<file path="src/rtl/ahb_slave_port_mux.sv">
`default_nettype none
// +----------------------------------------------------------------------------+
// | Module : ahb_slave_port_mux                                                |
// | Brief  : Grant-steered AHB slave port mux with data-phase ownership.       |
// | Rev    : 1.0  initial release                                              |
// +----------------------------------------------------------------------------+
module ahb_slave_port_mux #(
  parameter int MASTER_NUM = 2,
  parameter int ADDR_W     = 32,
  parameter int DATA_W     = 32
) (
  input  logic                         hclk,
  input  logic                         hreset_n,
  input  logic [MASTER_NUM*ADDR_W-1:0] m_haddr,
  input  logic [MASTER_NUM*2-1:0]      m_htrans,
  input  logic [MASTER_NUM-1:0]        m_hwrite,
  input  logic [MASTER_NUM*3-1:0]      m_hsize,
  input  logic [MASTER_NUM*3-1:0]      m_hburst,
  input  logic [MASTER_NUM*DATA_W-1:0] m_hwdata,
  input  logic [MASTER_NUM-1:0]        m_hreq,
  input  logic [MASTER_NUM-1:0]        hgrant,
  input  logic                         hsel_arb,
  input  logic                         s_hreadyout,
  input  logic                         s_hresp,
  input  logic [DATA_W-1:0]            s_hrdata,
  output logic                         s_hsel,
  output logic [ADDR_W-1:0]            s_haddr,
  output logic [1:0]                   s_htrans,
  output logic                         s_hwrite,
  output logic [2:0]                   s_hsize,
  output logic [2:0]                   s_hburst,
  output logic [DATA_W-1:0]            s_hwdata,
  output logic                         s_hready,
  output logic [MASTER_NUM-1:0]        m_hready,
  output logic [MASTER_NUM-1:0]        m_hresp,
  output logic [MASTER_NUM*DATA_W-1:0] m_hrdata,
  output logic                         hwait,
  output logic [2:0]                   hburst
);

  logic [MASTER_NUM-1:0] r_addr_own;
  logic [MASTER_NUM-1:0] r_data_own;
  logic [MASTER_NUM-1:0] w_addr_sel;
  logic                  w_grant_any;
  logic [ADDR_W-1:0]     w_haddr;
  logic [1:0]            w_htrans;
  logic                  w_hwrite;
  logic [2:0]            w_hsize;
  logic [2:0]            w_hburst;
  logic [DATA_W-1:0]     w_hwdata;

  assign w_grant_any = |hgrant;
  // A live grant wins; while the arbiter stalls, the registered owner keeps the bus.
  assign w_addr_sel  = w_grant_any ? hgrant : r_addr_own;

  always_ff @(posedge hclk or negedge hreset_n) begin
    if (!hreset_n) begin
      r_addr_own <= '0;
    end else if (!hsel_arb) begin
      r_addr_own <= '0;
    end else if (w_grant_any) begin
      r_addr_own <= hgrant;
    end
  end

  // Only NONSEQ/SEQ advance to a data phase; IDLE and BUSY leave it unowned.
  always_ff @(posedge hclk or negedge hreset_n) begin
    if (!hreset_n) begin
      r_data_own <= '0;
    end else if (s_hreadyout) begin
      r_data_own <= s_htrans[1] ? w_addr_sel : '0;
    end
  end

  always_comb begin
    w_haddr  = '0;
    w_htrans = '0;
    w_hwrite = 1'b0;
    w_hsize  = '0;
    w_hburst = '0;
    w_hwdata = '0;
    for (int i = 0; i < MASTER_NUM; i++) begin
      w_haddr  = w_haddr  | (m_haddr[i*ADDR_W +: ADDR_W] & {ADDR_W{w_addr_sel[i]}});
      w_htrans = w_htrans | (m_htrans[i*2 +: 2]          & {2{w_addr_sel[i]}});
      w_hwrite = w_hwrite | (m_hwrite[i]                 & w_addr_sel[i]);
      w_hsize  = w_hsize  | (m_hsize[i*3 +: 3]           & {3{w_addr_sel[i]}});
      w_hburst = w_hburst | (m_hburst[i*3 +: 3]          & {3{w_addr_sel[i]}});
      w_hwdata = w_hwdata | (m_hwdata[i*DATA_W +: DATA_W] & {DATA_W{r_data_own[i]}});
    end
  end

  assign s_hsel   = hsel_arb & (|w_addr_sel);
  assign s_haddr  = w_haddr;
  assign s_htrans = w_htrans;
  assign s_hwrite = w_hwrite;
  assign s_hsize  = w_hsize;
  assign s_hburst = w_hburst;
  assign s_hwdata = w_hwdata;
  assign s_hready = s_hreadyout;
  assign hwait    = ~s_hreadyout;
  assign hburst   = w_hburst;
  assign m_hresp  = r_data_own & {MASTER_NUM{s_hresp}};

  generate
    for (genvar gi = 0; gi < MASTER_NUM; gi++) begin : g_master
      logic w_req_xfer;
      assign w_req_xfer = m_hreq[gi] & m_htrans[gi*2+1];
      assign m_hrdata[gi*DATA_W +: DATA_W] = s_hrdata;
      // Owners see the slave's ready; a requesting non-owner is held off.
      assign m_hready[gi] = (r_data_own[gi] | w_addr_sel[gi]) ? s_hreadyout : ~w_req_xfer;
    end
  endgenerate

  a_grant_onehot : assert property (@(posedge hclk) disable iff (!hreset_n) $onehot0(hgrant));

endmodule
`default_nettype wire

</file>
<file path="config.mk">
export PLATFORM = sky130hd
export DESIGN_NAME = ahb_slave_port_mux
export DESIGN_NICKNAME = d
export VERILOG_FILES = /design/src/rtl/ahb_slave_port_mux.sv
export SDC_FILE = /design/constraint.sdc
export NUM_CORES = 1
export LEC_CHECK = 0
export ABC_AREA = 1
export CAP_MARGIN = 40
export CORE_AREA = 2 2 128 130
export CTS_CLUSTER_SIZE = 25
export DETAILED_ROUTE_END_ITERATION = 16
export DIE_AREA = 0 0 130 132
export DONT_BUFFER_PORTS = 1
export PLACE_DENSITY = 0.3
export SYNTH_ARGS = -nofsm -noshare
export SYNTH_HDL_FRONTEND = slang
export SYNTH_SLANG_ARGS = --single-unit
export TNS_END_PERCENT = 5
</file>
<file path="constraint.sdc">
create_clock -name hclk -period 1.4 [get_ports hclk]
set_clock_uncertainty 0.15 [all_clocks]
set_input_delay 0.07 -clock hclk [delete_from_list [all_inputs] [get_ports hclk]]
set_output_delay 0.07 -clock hclk [all_outputs]
set_load 0.01 [all_outputs]
</file>
==> metrics <==
status=completed; total of fill cells in the finished design=1826; htree depth=1; startpoint class of the critical path=flop; Max Cap Violations=0; Tmin final=1.39 ns; initial antenna violation count=0; dpl ws=0.145 ns; final count of negative-setup-slack endpoints=0; post-route setup TNS=0 ns; core area=15700 sq um; FF-to-FF End=r_data_own[1]; Int Power=0.000793 W; register area share after synthesis=5.94%; hold_ws=0.0326 ns; commonest non-fill, non-tap cell in the layout=nand2_1; overall die height=132 microns; Reg2Reg Launch Point=r_addr_own[1]; placed instance area=1390 sq um; CP Class=reg2out; grt ovf=0; full die area=17200 sq um; commonest non-fill, non-tap cells in the layout=nand2_1 (105), dlygate4sd3_1 (38), a22o_1 (32); max-slew violation count=0; post-synth top area share=31.6%; top post-synthesis cells by area=buf_4 (32%), nand2_1 (30%), a22o_1 (17%); Post-Layout Inst Area=2020 sq um; Power Total=0.00142 W; Die W=130 microns; first-pass GRT wire length=8.14 mm; Final nets=437; ant diodes=0; mux contribution to synthesized area=0%; GPL Wtd Cong=0.631; Final period util=99.0%; Cell Pwr Density=703 nW/um^2; R2R cell count=6; cell taking the most area after synthesis=buf_4; drt pass-1 iters=4; Max-slew headroom=78.6%; Mapped Area=1680 sq um; CTS clk-pin slew, worst paths=0.03 ns; wirelength, routed=7.10 mm; worst-margin pin slew=0.321 ns; clk sinks=4; largest family of logic cells by synthesized area=buffers and inverters; Critical Path Start=r_addr_own[1]; Synth Area in XOR/XNOR=0%; post-synthesis compound-gate area fraction=17.5%; initial DRC count=25; TritonCTS clock tree=yes; number of I/O port buffers=0; row cnt=46; ANT nets after route=0; CTS root buffer=clkbuf_16; DRC Markers=0; Yosys reg bits=4; sw frac=44.1%; Critical Path RT=1.18 ns; Tot GR Track Use=6.60%; static leakage=0.955 nW; Critical Path End Type=output port; Final Hold Viols=0; switching power of the nets=0.000627 W; part of the power in the clock network=30.9%; post-synthesis cell type count=13; Logic pwr share=59.8%; Synth Area in Adders=0%; Ports=334; HP Class=in2reg; sequential share of power=9.4%; crit path capture=s_htrans[1]; simple-gate share of the synthesized area=34.0%; YS warnings=0; maximum vdd drop=0.346 mV; Via density=3.60; r2r setup slk=0.23 ns; share of cells above drive strength 1=22.6%; initial core utilization=10.7%; CP arrival=1.17 ns; detailed-route via count=1670; Syn Nets=465; Area Growth Syn to Fin=19.9%; clock buffer depth=2; hpwl dp=5.60 mm; worst-path fanout max=5; routed len/inst=15.3 microns; Gate Count Post-Synth=278; largest net degree at the start of global routing=37; cts bufs inserted=3; Clock Latency Late Sink=0.22 ns; Worst Slack Setup Final=0.0138 ns; Synth Area per Inst=6.06 sq um; FMAX=0.721 GHz; number of global-route vias before repair=1474; RSZ-0062 raised after global routing=true
final cells by class:
type	instances	area [sq um]	area share, %
timing repair buffer	49	533	26.4
inverter	10	40.0	1.98
tap	216	270	13.4
multi-input combinational	182	1000	49.6
sequential	4	100	4.96
clock buffer	3	75.1	3.72
worst max-delay path: stages (launching register included):
cell     delay [ns]
dfrtp_1        0.38
nand2_4        0.14
nand2_8        0.10
nand2_1        0.09
nand2_2        0.08
buf_4          0.15
state kept, by name, summed over array words and instances, names as in the netlist:
signal	count
r_data_own	2
r_addr_own	2
through the flow:
stage | util (%) | instances
floorplan | - | 278
global placement | 8.86 | 419
detailed placement | 8.86 | 419
CTS | 11.9 | 460
global route | 12.9 | 464
finish | 12.9 | 464
what timing repair did:
action,in CTS,in global routing
setup endpoints to repair,31,38
pin swaps,0,2
hold buffers,38,0
gates cloned,0,2
gates resized for setup,6,32
hold endpoints to repair,73,0
setup buffers,0,2
layer usage:
| layer | track usage (%) | vias to the layer above | wire (microns) | share of wire, % |
|---|---|---|---|---|
| met5 | 0 | - | 0 | 0 |
| met4 | 3.52 | 0 | 244 | 3.4 |
| met3 | 1.66 | 14 | 726 | 10 |
| met2 | 14.0 | 185 | 4030 | 57 |
| met1 | 5.12 | 718 | 2100 | 30 |
| li1 | - | 753 | - | - |
power by group through the flow:
| stage | clock network, W | registers (W) | logic (W) |
|---|---|---|---|
| 3_5_place_dp | 0 | 0.000134 | 0.000637 |
| 4_1_cts | 0.000450 | 0.000132 | 0.000812 |
| 3_3_place_gp | 0 | 0.000134 | 0.000631 |
| 6_report | 0.000438 | 0.000133 | 0.000849 |
| 5_1_grt | 0.000468 | 0.000134 | 0.000928 |
| 2_1_floorplan | 0 | 0.000130 | 0.000732 |
synthesized netlist by cell type:
cell type  instances
a22o_1            32
nand3_1            2
inv_2              4
buf_4             71
o21ai_0            2
a21oi_1            1
nand2_4            2
inv_1              6
nand2_1          133
buf_6             13
dfrtp_1            4
nand2_2            4
nor2_1             4
kinds of logic (layout without fill, tap and decap cells):
logic type / count (synthesis) / in the layout
AOI/OAI and AO/OA: 35 / 35
buffers and inverters: 94 / 62
DFF: 4 / 4
and+or+nand+nor: 145 / 147
worst min-delay path by stage:
stage	startpoint	end	slack, ns	cells after the start
after floorplan	hreset_n	r_addr_own[0]	-0.38	0
final	s_hreadyout	r_data_own[0]	0.03	3
after detailed placement	hreset_n	r_data_own[0]	-0.38	0
after global placement	hreset_n	r_data_own[0]	-0.38	0
after CTS	s_hreadyout	r_data_own[0]	0.04	3
after global routing	s_hreadyout	r_data_own[1]	0.07	3
No activity file was read; power rests on OpenSTA's default activity.
